## src/rtl/regwb_pkg.sv

```systemverilog
// ---------------------------------------------------------------------------
// regwb_pkg
// Shared definitions for the register-file writeback arbiter slice:
//   REQ_ALU / REQ_MEM : requester identifiers used by the round-robin arbiter
//   REG_ZERO / REG_RA : architectural register numbers of interest
//   wb_req_t          : packed writeback request {addr, data}
// ---------------------------------------------------------------------------
package regwb_pkg;

    localparam logic REQ_ALU = 1'b0;
    localparam logic REQ_MEM = 1'b1;

    localparam logic [4:0] REG_ZERO = 5'd0;
    localparam logic [4:0] REG_RA   = 5'd31;

    localparam int WB_DATA_W = 32;
    localparam int WB_ADDR_W = 5;

    typedef struct packed {
        logic [WB_ADDR_W-1:0] addr;
        logic [WB_DATA_W-1:0] data;
    } wb_req_t;

endpackage

```

## src/rtl/regwb_rr_arb.sv

```systemverilog
// ---------------------------------------------------------------------------
// regwb_rr_arb
// Two-way round-robin arbiter between the ALU and load-unit writeback
// requesters. A lone valid requester is granted; on a tie the requester that
// was not granted last wins. The last-grant flop moves only on an accept.
// Ports:
//   clk, reset           clock, asynchronous active-low reset
//   alu_valid, mem_valid request inputs
//   grant_alu, grant_mem one-hot (or zero) grant outputs, combinational
// ---------------------------------------------------------------------------
module regwb_rr_arb
    import regwb_pkg::*;
(
    input  logic clk,
    input  logic reset,
    input  logic alu_valid,
    input  logic mem_valid,
    output logic grant_alu,
    output logic grant_mem
);

    logic last_grant_r;

    // Grant selection: a tie goes to whoever did not win last time.
    always_comb begin
        grant_alu = 1'b0;
        grant_mem = 1'b0;
        if (alu_valid && mem_valid) begin
            grant_alu = (last_grant_r == REQ_MEM);
            grant_mem = (last_grant_r == REQ_ALU);
        end else begin
            grant_alu = alu_valid;
            grant_mem = mem_valid;
        end
    end

    // Last-grant history; reset to MEM so the ALU wins the first tie.
    always_ff @(posedge clk or negedge reset) begin
        if (!reset) begin
            last_grant_r <= REQ_MEM;
        end else if (grant_alu) begin
            last_grant_r <= REQ_ALU;
        end else if (grant_mem) begin
            last_grant_r <= REQ_MEM;
        end else begin
            last_grant_r <= last_grant_r;
        end
    end

endmodule

```

## src/rtl/regfile_wb_arbiter.sv

```systemverilog
// ---------------------------------------------------------------------------
// regfile_wb_arbiter
// Shares the single register-file write port between the ALU (req 0) and the
// load unit (req 1) and keeps a busy scoreboard for RAW-hazard stalls.
// An accepted request is written to the register file one cycle later for
// exactly one cycle; writes to register 0 are accepted but never emitted.
// Ports:
//   clk, reset                     clock, asynchronous active-low reset
//   alu_valid/addr/data, alu_ready ALU writeback handshake
//   mem_valid/addr/data, mem_ready load writeback handshake
//   rsv_valid, rsv_addr            decode reserves a destination register
//   q_rs, q_rt -> q_rs_busy/q_rt_busy  scoreboard queries (combinational)
//   rf_we, rf_waddr, rf_wdata      registered register-file write port
// Optional feature macro REGWB_FWD_EN adds fwd_rs_hit, fwd_rt_hit, fwd_data:
//   the value being written this cycle is offered to decode and the matching
//   busy flag is masked.
// ---------------------------------------------------------------------------
module regfile_wb_arbiter
    import regwb_pkg::*;
#(
    parameter int DATA_W = 32,
    parameter int ADDR_W = 5
) (
    input  logic              clk,
    input  logic              reset,
    input  logic              alu_valid,
    input  logic [ADDR_W-1:0] alu_addr,
    input  logic [DATA_W-1:0] alu_data,
    output logic              alu_ready,
    input  logic              mem_valid,
    input  logic [ADDR_W-1:0] mem_addr,
    input  logic [DATA_W-1:0] mem_data,
    output logic              mem_ready,
    input  logic              rsv_valid,
    input  logic [ADDR_W-1:0] rsv_addr,
    input  logic [ADDR_W-1:0] q_rs,
    input  logic [ADDR_W-1:0] q_rt,
    output logic              q_rs_busy,
    output logic              q_rt_busy,
    output logic              rf_we,
    output logic [ADDR_W-1:0] rf_waddr,
    output logic [DATA_W-1:0] rf_wdata
`ifdef REGWB_FWD_EN
    ,
    output logic              fwd_rs_hit,
    output logic              fwd_rt_hit,
    output logic [DATA_W-1:0] fwd_data
`endif
);

    localparam int NREG = 2 ** ADDR_W;
    localparam logic [ADDR_W-1:0] ZERO_ADDR = ADDR_W'(REG_ZERO);

    logic              grant_alu_s;
    logic              grant_mem_s;
    logic              accept_s;
    logic [ADDR_W-1:0] sel_addr_s;
    logic [DATA_W-1:0] sel_data_s;

    logic              rf_we_r;
    logic [ADDR_W-1:0] rf_waddr_r;
    logic [DATA_W-1:0] rf_wdata_r;

    logic [NREG-1:0]   busy_r;
    logic [NREG-1:0]   busy_nxt_s;

    logic              rs_hit_s;
    logic              rt_hit_s;

    regwb_rr_arb u_arb (
        .clk       (clk),
        .reset     (reset),
        .alu_valid (alu_valid),
        .mem_valid (mem_valid),
        .grant_alu (grant_alu_s),
        .grant_mem (grant_mem_s)
    );

    // Ready is the grant itself; grants are only issued to valid requesters.
    assign alu_ready = grant_alu_s;
    assign mem_ready = grant_mem_s;

    // Winner mux: the output stage never stalls, so any grant is an accept.
    always_comb begin
        accept_s = grant_alu_s | grant_mem_s;
        if (grant_mem_s) begin
            sel_addr_s = mem_addr;
            sel_data_s = mem_data;
        end else begin
            sel_addr_s = alu_addr;
            sel_data_s = alu_data;
        end
    end

    // Output register: one-cycle write pulse; register 0 writes are swallowed.
    always_ff @(posedge clk or negedge reset) begin
        if (!reset) begin
            rf_we_r    <= 1'b0;
            rf_waddr_r <= {ADDR_W{1'b0}};
            rf_wdata_r <= {DATA_W{1'b0}};
        end else if (accept_s) begin
            rf_we_r    <= (sel_addr_s != ZERO_ADDR);
            rf_waddr_r <= sel_addr_s;
            rf_wdata_r <= sel_data_s;
        end else begin
            rf_we_r    <= 1'b0;
            rf_waddr_r <= rf_waddr_r;
            rf_wdata_r <= rf_wdata_r;
        end
    end

    assign rf_we    = rf_we_r;
    assign rf_waddr = rf_waddr_r;
    assign rf_wdata = rf_wdata_r;

    // Scoreboard next state: clear on writeback, set on reserve; a set in the
    // same cycle as the clear of that register wins.
    always_comb begin
        busy_nxt_s = busy_r;
        for (int i = 1; i < NREG; i++) begin
            if (rsv_valid && (rsv_addr == ADDR_W'(i))) begin
                busy_nxt_s[i] = 1'b1;
            end else if (rf_we_r && (rf_waddr_r == ADDR_W'(i))) begin
                busy_nxt_s[i] = 1'b0;
            end else begin
                busy_nxt_s[i] = busy_r[i];
            end
        end
        busy_nxt_s[0] = 1'b0;
    end

    // Scoreboard state.
    always_ff @(posedge clk or negedge reset) begin
        if (!reset) begin
            busy_r <= {NREG{1'b0}};
        end else begin
            busy_r <= busy_nxt_s;
        end
    end

`ifdef REGWB_FWD_EN
    // Forward hits: the register being written this cycle is already usable.
    always_comb begin
        rs_hit_s = rf_we_r && (rf_waddr_r == q_rs) && (q_rs != ZERO_ADDR);
        rt_hit_s = rf_we_r && (rf_waddr_r == q_rt) && (q_rt != ZERO_ADDR);
    end

    assign fwd_rs_hit = rs_hit_s;
    assign fwd_rt_hit = rt_hit_s;
    assign fwd_data   = rf_wdata_r;
`else
    // Without forwarding a source stays busy through its writeback cycle.
    always_comb begin
        rs_hit_s = 1'b0;
        rt_hit_s = 1'b0;
    end
`endif

    // Scoreboard queries, masked by a forward hit when forwarding exists.
    always_comb begin
        if (rs_hit_s) begin
            q_rs_busy = 1'b0;
        end else begin
            q_rs_busy = busy_r[q_rs];
        end
        if (rt_hit_s) begin
            q_rt_busy = 1'b0;
        end else begin
            q_rt_busy = busy_r[q_rt];
        end
    end

endmodule
```

## config.mk

```make
export PLATFORM = sky130hd
export DESIGN_NAME = regfile_wb_arbiter
export DESIGN_NICKNAME = d
export VERILOG_FILES = /design/src/rtl/regwb_pkg.sv /design/src/rtl/regwb_rr_arb.sv /design/src/rtl/regfile_wb_arbiter.sv
export SDC_FILE = /design/constraint.sdc
export NUM_CORES = 1
export LEC_CHECK = 0
export CORE_ASPECT_RATIO = 0.8
export CORE_MARGIN = 5
export CORE_UTILIZATION = 39
export CTS_CLUSTER_SIZE = 12
export DETAILED_ROUTE_END_ITERATION = 12
export HOLD_SLACK_MARGIN = 0.05
export PLACE_DENSITY_LB_ADDON = 0.3
export SLEW_MARGIN = 10
export SYNTH_ARGS = -nofsm -noshare
export SYNTH_HDL_FRONTEND = slang
export SYNTH_SLANG_ARGS = --single-unit
```

## constraint.sdc

```tcl
create_clock -name clk -period 2.6 [get_ports clk]
set_clock_uncertainty 0.2 [all_clocks]
set_input_delay 0.52 -clock clk [delete_from_list [all_inputs] [get_ports clk]]
set_output_delay 0.52 -clock clk [all_outputs]
set_load 0.005 [all_outputs]
```

# After elaboration in Yosys (flattened, before gate mapping)

Cells that the tools add are included.
Widths: inputs -> output; s select.

Flip-flop bits (word level): 70
Output and inout port bits: 42
Logic and storage cells: 270

$lt $le $gt $ge: 2
Eq/ne operators: 62
Multiplexer cells: 73
Bitwise operators: 2
Reductions and logical operators: 96

Operators with widths:

| operator           | count |
|---|---|
| $eq 5x5->1 const B | 32 |
| $eq 5x4->1 const B | 16 |
| $mux 1             | 69 |
| $reduce_bool 2->1  | 32 |
| $logic_and 1x1->1  | 63 |
| $eq 5x3->1 const B | 8 |
| $mux 32            | 1 |
| $eq 5x2->1 const B | 4 |
| $lt 5x6->1 const B | 2 |
| $bmux 1 s5         | 2 |
| $eq 5x1->1 const B | 2 |
| $mux 5             | 1 |
| $reduce_bool 5->1  | 1 |
| $not 1->1          | 1 |
| $or 1x1->1         | 1 |

# Depth between registers and ports, before layout

Gate-level depths: netlist (run 1).

Word-level depth: 5
Depth in mapped cells: 6

# Cells and area by module

From an unflattened synthesis (run 1), not the netlist that was laid out.

Cells, all modules: 379
Area, all modules: 3719.8 um^2

Modules (own cells, without submodules):

| module             | instances | cells each | area each (um^2) | sequential area each (um^2) |
|---|---|---|---|---|
| regfile_wb_arbiter | 1         | 373        | 3666.0           | 1726.7 |
| regwb_rr_arb       | 1         | 6          | 53.8             | 26.3 |

# Worst setup path after synthesis (run 1)

No wires, ideal clock.

Path kind: input-to-output
Start point: input port q_rs[0]
End point: output port q_rs_busy
Data arrival time: 1.577 ns
Required time: 1.880 ns
Path slack: 0.303 ns
Stages on the path: 5
Buffers on the path: 1
Cell sequence: buf_6 mux4_1 mux2_2 nand3b_1 nand4_1

Cells in the longest elaborated chain, start to end: 2

RTL lines:

| what                         | RTL line                  | RTL |
|---|---|---|
| start, declared              | regfile_wb_arbiter.sv:36  | `input logic [ADDR_W-1:0] q_rs,` |
| $bmux 1 s5                   | regfile_wb_arbiter.sv:164 | `q_rs_busy = busy_r[q_rs];` |
| $mux 1 (not written as such) | regfile_wb_arbiter.sv:164 |  |
| end, declared                | regfile_wb_arbiter.sv:38  | `output logic q_rs_busy,` |

No other way between the ends. The select of a mux whose other input is x is not followed.

# Worst setup path after layout (run 1)

Start point: input port mem_valid
End point: output port alu_ready

Cells in the longest elaborated chain, start to end: 2

RTL lines:

| what              | RTL line                 | RTL |
|---|---|---|
| start, declared   | regfile_wb_arbiter.sv:30 | `input logic mem_valid,` |
| $logic_and 1x1->1 | regwb_rr_arb.sv:28       | `if (alu_valid && mem_valid) begin` |
| $mux 1            | regwb_rr_arb.sv:28       |  |
| end, declared     | regfile_wb_arbiter.sv:29 | `output logic alu_ready,` |

No other way between the ends.

==> results of run 1 <==
[layer usage]
layer / track usage, % / vias up
met2: 34.71 / 187
met4: 8.023 / 0
met5: 0 / -
met1: 27.25 / 1692
met3: 8.249 / 25
li1: - / 1678
[path summary, 6_finish.rpt]
kind	startpoint	to	slack, ns	cells after the start
max in group asynchronous	reset	u_arb.last_grant_r	1.00	3
min in group asynchronous	reset	rf_wdata[15]	0.51	2
hold / removal	rf_wdata[10]	rf_wdata[10]	0.32	2
setup reg to reg	u_arb.last_grant_r	rf_wdata[14]	0.86	5
setup / recovery	mem_valid	alu_ready	0.08	5
hold reg to reg	rf_wdata[10]	rf_wdata[10]	0.32	2
[logic make-up after synthesis]
group,after synthesis,share of synthesized area [%]
buffers and inverters,30,3.726
multiplexers,26,9.807
AO/OA/AOI/OAI,121,19.40
flip-flops,70,49.24
AND/OR/NAND/NOR,138,17.82
[cell usage in the layout, fill, tap and decap left out, drive strengths merged, types with 12 or more instances in the layout]
cell,netlist,layout
nand2,12,12
nand3,14,14
buf,12,20
mux2i,18,18
clkbuf,10,12
o21ai,63,63
clkdlybuf4s50,0,124
o22ai,37,37
dfrtp,69,69
nor2,78,78
[flip-flops by register name, summed over array words and instances, names as in the netlist]
name / flops
busy_r: 31
u_arb.last_grant_r: 1
rf_waddr: 5
rf_we: 1
rf_wdata: 32
[timing repair]
item	4_1_cts	5_1_grt
buffers inserted	0	0
cloned	1	0
hold buffers	1	0
setup endpoints to repair	2	3
gates resized for setup	24	3
pin swaps	2	1
endpoints found under the hold margin	20	0
[layout make-up]
class	instances	area [um^2]	share of cell area [%]
Sequential cell	70	1753	32.14
Multi-Input combinational cell	285	1673	30.67
Timing Repair Buffer	154	1530	28.06
Clock buffer	11	242.7	4.451
Tap cell	115	143.9	2.638
Clock inverter	5	81.33	1.491
Inverter	8	30.03	0.5506
[synthesized netlist by cell type (2+ instances only)]
| cell | count |
|---|---|
| mux2i_1 | 18 |
| o21ai_0 | 60 |
| or4_1 | 3 |
| clkbuf_1 | 10 |
| dfrtp_1 | 69 |
| nand4b_1 | 2 |
| o21ai_1 | 2 |
| o22ai_1 | 37 |
| nor2b_1 | 8 |
| nand3b_1 | 3 |
| a22oi_1 | 4 |
| a31oi_1 | 3 |
| mux4_1 | 3 |
| nor2_1 | 78 |
| or2_1 | 2 |
| nand2b_1 | 9 |
| mux4_2 | 3 |
| a21oi_1 | 8 |
| nand3_1 | 14 |
| nand2_1 | 12 |
| inv_1 | 8 |
| nand4_1 | 4 |
| buf_2 | 10 |
[through the flow]
step / hold WS, ns / utilization, % / setup WS, ns / cells / instance area (um^2)
3_5_place_dp: 0.3121 / 56.67 / -0.6662 / 630 / 5100
4_1_cts: 0.3225 / 60.61 / 0.01749 / 648 / 5454
3_3_place_gp: 0.3005 / 56.67 / -0.6336 / 630 / 5100
6_report: 0.3223 / 60.61 / 0.07729 / 648 / 5454
5_1_grt: 0.3375 / 60.61 / -0.02833 / 648 / 5454
2_1_floorplan: 0.02441 / - / 0.3028 / 385 / 3560
[where the power goes]
part	switching [mW]	internal [mW]
Combinational	0.472	0.614
Sequential	0.297	1.39
Clock	0.464	0.868
[worst max-delay path, cell delays in order]
cell and delay [ns]:
clkdlybuf4s50_1 0.53, inv_1 0.09, o21ai_2 0.15, inv_1 0.06
clkdlybuf4s50_1 0.45
==> flow_metrics.env, run 1 <==
export IMPL_max_freq_mhz=396.4
export IMPL_wl_met1_mm=4.816
export IMPL_ys_types=38
export IMPL_drt_first_pass_iters=7
export IMPL_core_area_mm2=0.008999
export IMPL_die_w_um=116.8
export IMPL_clockRootBuffer="clkbuf_16"
export IMPL_wl_per_cell_um=18.06
export IMPL_synth_area_per_cell_um2=9.246
export IMPL_viasPerCell=5.528
export IMPL_arrival_ns=1.80
export IMPL_met2_length_mm=5.333
export IMPL_hp_class="reg2reg"
export IMPL_power_mw=4.106
export IMPL_setup_violations=0
export IMPL_endpoint_kind="primary output"
export IMPL_io_pins=136
export IMPL_syn_num_nets=479
export IMPL_antenna_found_initial=0
export IMPL_cts_htree_levels=3
export IMPL_cellLeakagePower_nw=2.196
export IMPL_drt_initial_drc_count=219
export IMPL_clock_sinks=70
export IMPL_grt_max_degree=39
export IMPL_ys_warn_count=0
export IMPL_wirelength_mm=11.71
export IMPL_grt_pass1_wl_mm=18.85
export IMPL_synth_top_area_share_pct=48.51
export IMPL_num_rows=31
export IMPL_insertedDiodeCount=0
export IMPL_synth_top_area_cell="dfrtp_1"
export IMPL_synthCells=385
export IMPL_syn_to_final_growth_pct=53.22
export IMPL_fillCellCount=781
export IMPL_tightest_slew_ns=0.6811
export IMPL_grt_overflow=0
export IMPL_fin_crit_ns=2.523
export IMPL_cts_tree="built"
export IMPL_ant_nets=0
export IMPL_drive_gt1_share_pct=9.568
export IMPL_slew_viol_final=0
export IMPL_async_reset_ff_share_pct=100.0
export IMPL_numCtsBuffers=9
export IMPL_num_vias=3582
export IMPL_dieArea_mm2=0.01115
export IMPL_gp_congestion=0.9313
export IMPL_io_buffers=135
export IMPL_dp_hpwl_mm=8.760
export IMPL_fin_crit_sh_pct=97.03
export IMPL_routed_top_layer="met4"
export IMPL_start_kind="input port"
export IMPL_max_clock_path_buffers=2
export IMPL_cp_max_fo=4
export IMPL_maxCapViolations=0
export IMPL_worstPathRequired_ns=1.88
export IMPL_met3WireLength_mm=1.237
export IMPL_irDropWorstVdd_v=0.0003682
export IMPL_hold_viol=0
export IMPL_drc=0
export IMPL_relSlewSlack_pct=54.60
export IMPL_synth_area_leaders="dfrtp_1 49%, o21ai_0 8.4%, nor2_1 8.2%"
export IMPL_first_global_vias=3798
export IMPL_critPathKind="in2out"
export IMPL_synth_seq_cells=70
export IMPL_path_clk_slew_ns=0.06
export IMPL_setup_tns_ns=0
export IMPL_synth_edf_count=0
export IMPL_ys_flop_type="dfrtp_1"
export IMPL_rsz0062_at_grt="true"
export IMPL_seq_area_frac_synth_pct=49.24
export IMPL_netlist_area_mm2=0.003560
export IMPL_start_util_pct=39.56
export IMPL_die_h_um=95.45
export IMPL_nets=622
export IMPL_worstSkewPairLatency_ns=0.33
export IMPL_grtUsageTotal_pct=21.86
export IMPL_status="finished, final reports clean"
export IMPL_power_density_mw_per_mm2=752.9
No activity file was read; power rests on OpenSTA's default activity.
==> run 2: changes to the inputs <==
--- a/config.mk
+++ b/config.mk
@@ -10,9 +10,11 @@
 export CORE_UTILIZATION = 39
 export CTS_CLUSTER_SIZE = 12
 export DETAILED_ROUTE_END_ITERATION = 12
+export DONT_BUFFER_PORTS = 1
 export HOLD_SLACK_MARGIN = 0.05
 export PLACE_DENSITY_LB_ADDON = 0.3
 export SLEW_MARGIN = 10
 export SYNTH_ARGS = -nofsm -noshare
 export SYNTH_HDL_FRONTEND = slang
+export SYNTH_HIERARCHICAL = 1
 export SYNTH_SLANG_ARGS = --single-unit
==> flow_metrics.env, run 2 <==
export IMPL_yosysMostFrequentCell="o21ai_0"
export IMPL_rr_startpoint="u_arb/last_grant_r"
export IMPL_grtUsageTotal_pct=17.48
export IMPL_p_switching_mw=1.197
export IMPL_insertedDiodeCount=0
export IMPL_synth_top_area_cell="dfrtp_1"
export IMPL_synthCells=379
export IMPL_synth_seq_cells=70
export IMPL_seq_area_frac_synth_pct=47.12
export IMPL_viasPerCell=5.890
export IMPL_switching_share_pct=31.55
export IMPL_worstSkewPairLatency_ns=0.34
export IMPL_endpoint_kind="primary output"
export IMPL_first_global_vias=3047
export IMPL_min_delay_path_depth=2
export IMPL_r2r_slack_ns=0.61
export IMPL_hp_class="in2reg"
export IMPL_drt_initial_drc_count=184
export IMPL_arrival_ns=1.70
export IMPL_dp_hpwl_mm=7.626
export IMPL_setup_violations=0
export IMPL_die_h_um=97.35
export IMPL_place_ws_ns=0.3531
export IMPL_grt_overflow=0
export IMPL_dieArea_mm2=0.01160
export IMPL_setup_ws_ns=0.1771
export IMPL_hold_viol=0
export IMPL_numCtsBuffers=9
export IMPL_cp_cell_sequence="mux4_1 -> mux2_2 -> nand3b_1 -> nand4_1"
export IMPL_cts_htree_levels=3
export IMPL_maxCapViolations=0
export IMPL_start_util_pct=40.47
export IMPL_nets=472
export IMPL_antenna_found_initial=0
export IMPL_drive_gt1_share_pct=8.616
export IMPL_wl_per_cell_um=20.12
export IMPL_ys_warn_count=6
export IMPL_fillCellCount=860
export IMPL_worstReg2RegEnd="rf_wdata[26]"
export IMPL_clockRootBuffer="clkbuf_16"
export IMPL_hold_path_endpoint="rf_waddr[4]"
export IMPL_max_clock_path_buffers=2
export IMPL_synth_area_leaders="dfrtp_1 46%, mux2i_1 14%, o21ai_0 13%"
export IMPL_place_inst=479
export IMPL_wirelength_mm=10.02
export IMPL_power_density_mw_per_mm2=902.6
export IMPL_p_seq_share_pct=46.2
export IMPL_synth_top_area_share_pct=46.42
export IMPL_syn_to_final_growth_pct=13.02
export IMPL_clkPwrFrac_pct=33.1
export IMPL_slew_viol_final=0
export IMPL_syn_num_nets=473
export IMPL_grt_max_degree=71
export IMPL_largest_reg_flops=32
export IMPL_drt_first_pass_iters=4
export IMPL_ys_flop_type="dfrtp_1"
export IMPL_rsz0062_at_grt="false"
export IMPL_die_w_um=119.2
export IMPL_p_comb_share_pct=20.7
export IMPL_min_from="mem_addr[4]"
export IMPL_start_kind="flip-flop"
export IMPL_cp_startpoint="busy_r[17]"
export IMPL_max_freq_mhz=412.7
export IMPL_drc=0
export IMPL_core_area_mm2=0.009193
export IMPL_worstPathRequired_ns=1.88
export IMPL_irDropWorstVdd_v=0.0003744
export IMPL_final_cell_mix="99 x o21ai_0, 69 x dfrtp_1, 53 x mux2i_1, 45 x nand2_1, 13 x nand2b_1"
export IMPL_layout_commonest_cell="o21ai_0"
export IMPL_cellLeakagePower_nw=1.711
export IMPL_fin_crit_ns=2.423
export IMPL_tightest_slew_ns=0.7139
export IMPL_fin_crit_sh_pct=93.19
export IMPL_synth_area_per_cell_um2=9.815
export IMPL_ant_nets=0
export IMPL_gp_congestion=0.8531
export IMPL_async_reset_ff_share_pct=100.0
export IMPL_layout_cells_non_filler=498
export IMPL_netlist_area_mm2=0.003720
export IMPL_grt_pass1_wl_mm=16.15
export IMPL_clock_sinks=70
export IMPL_crit_path_top_delay_cell="mux4_1"
export IMPL_relSlewSlack_pct=52.29
export IMPL_io_pins=136
export IMPL_ys_types=34
export IMPL_reg2reg_depth=5
export IMPL_cts_tree="built"
export IMPL_status="finished, final reports clean"
export IMPL_num_rows=31
export IMPL_fin_util_pct=45.73
export IMPL_cts_repair_resized=0
export IMPL_synth_edf_count=0
export IMPL_path_clk_slew_ns=0.06
export IMPL_num_vias=2933
export IMPL_critPathKind="reg2out"
export IMPL_slowest_delay_ns=0.50
export IMPL_setup_tns_ns=0
export IMPL_yosys_top_cells_count="99 x o21ai_0, 69 x dfrtp_1, 53 x mux2i_1, 45 x nand2_1, 13 x nand2b_1"
export IMPL_cp_max_fo=3
export IMPL_io_buffers=0
export IMPL_cellInternalPower_mw=2.597
-- run 2: cell types whose count changed after synthesis, sizes merged, moves of 3 or more --
cell    change
nor2       -68
o21ai      +37
o22ai      -37
mux2i      +35
nand2      +33
inv         -4
nand2b      +4
a31oi       -3
-- run 2: final cells by class --
type                    count  area, um^2  area share (%)
clock buffers              10       239.0           5.685
clock inverters             6       68.82           1.637
inverters                   4       15.01          0.3571
multi-input cells         287        1889           44.94
flip-flops and latches     70        1753           41.70
well taps                 115       143.9           3.423
repair buffers              6       95.09           2.262
-- run 2: power by group through the flow --
stage	Sequential [mW]	Clock, mW	Combinational [mW]
4_1_cts	1.75	1.28	0.786
3_3_place_gp	1.75	0	0.732
5_1_grt	1.80	1.33	0.900
2_1_floorplan	1.63	0	0.624
6_report	1.75	1.26	0.786
3_5_place_dp	1.77	0	0.757
-- run 2: cell families after synthesis --
family                 share of synthesized area [%]
AO/OA/AOI/OAI                                  16.48
buffers and inverters                          2.691
flip-flops                                     47.12
multiplexers                                   19.41
AND/OR/NAND/NOR                                14.30
-- run 2: timing repair --
action / in CTS / in global routing
endpoints found under the hold margin: 71 / 0
setup buffers: 0 / 0
hold buffers: 3 / 0
endpoints found under the setup margin: 0 / 0
-- run 2: metal layers --
layer  GRT usage, %  vias to the layer above  share of wire (%)
met3          8.207                       12                 12
met1          22.09                     1386                 42
met2          26.57                      166                 44
li1               -                     1369                  -
met5              0                        -                  0
met4          5.343                        0                1.4
-- run 2: worst max-delay path, delay by kind of cell (launching register included) --
kind / cells / cell delay [ns]
simple gates: 2 / 0.21
mux: 2 / 0.77
flops: 1 / 0.39
-- run 2: how the worst max path moves through the flow --
stage	slack (ns)	cells past startpoint	end
2_1_floorplan	0.30	5	q_rs_busy
3_3_place_gp	0.36	4	q_rs_busy
3_5_place_dp	0.35	4	q_rs_busy
4_1_cts	0.15	4	q_rs_busy
5_1_grt	0.11	4	q_rs_busy
6_report	0.18	4	q_rs_busy
-- run 2: through the flow --
stage                     power, mW  hold slack (ns)  area [um^2]
after floorplan               2.253          0.02441         3720
after global placement        2.487          0.02759         3849
after detailed placement      2.522          0.02772         3849
after CTS                     3.820          0.09354         4204
after global routing          4.028          0.09280         4204
final                         3.795           0.1036         4204
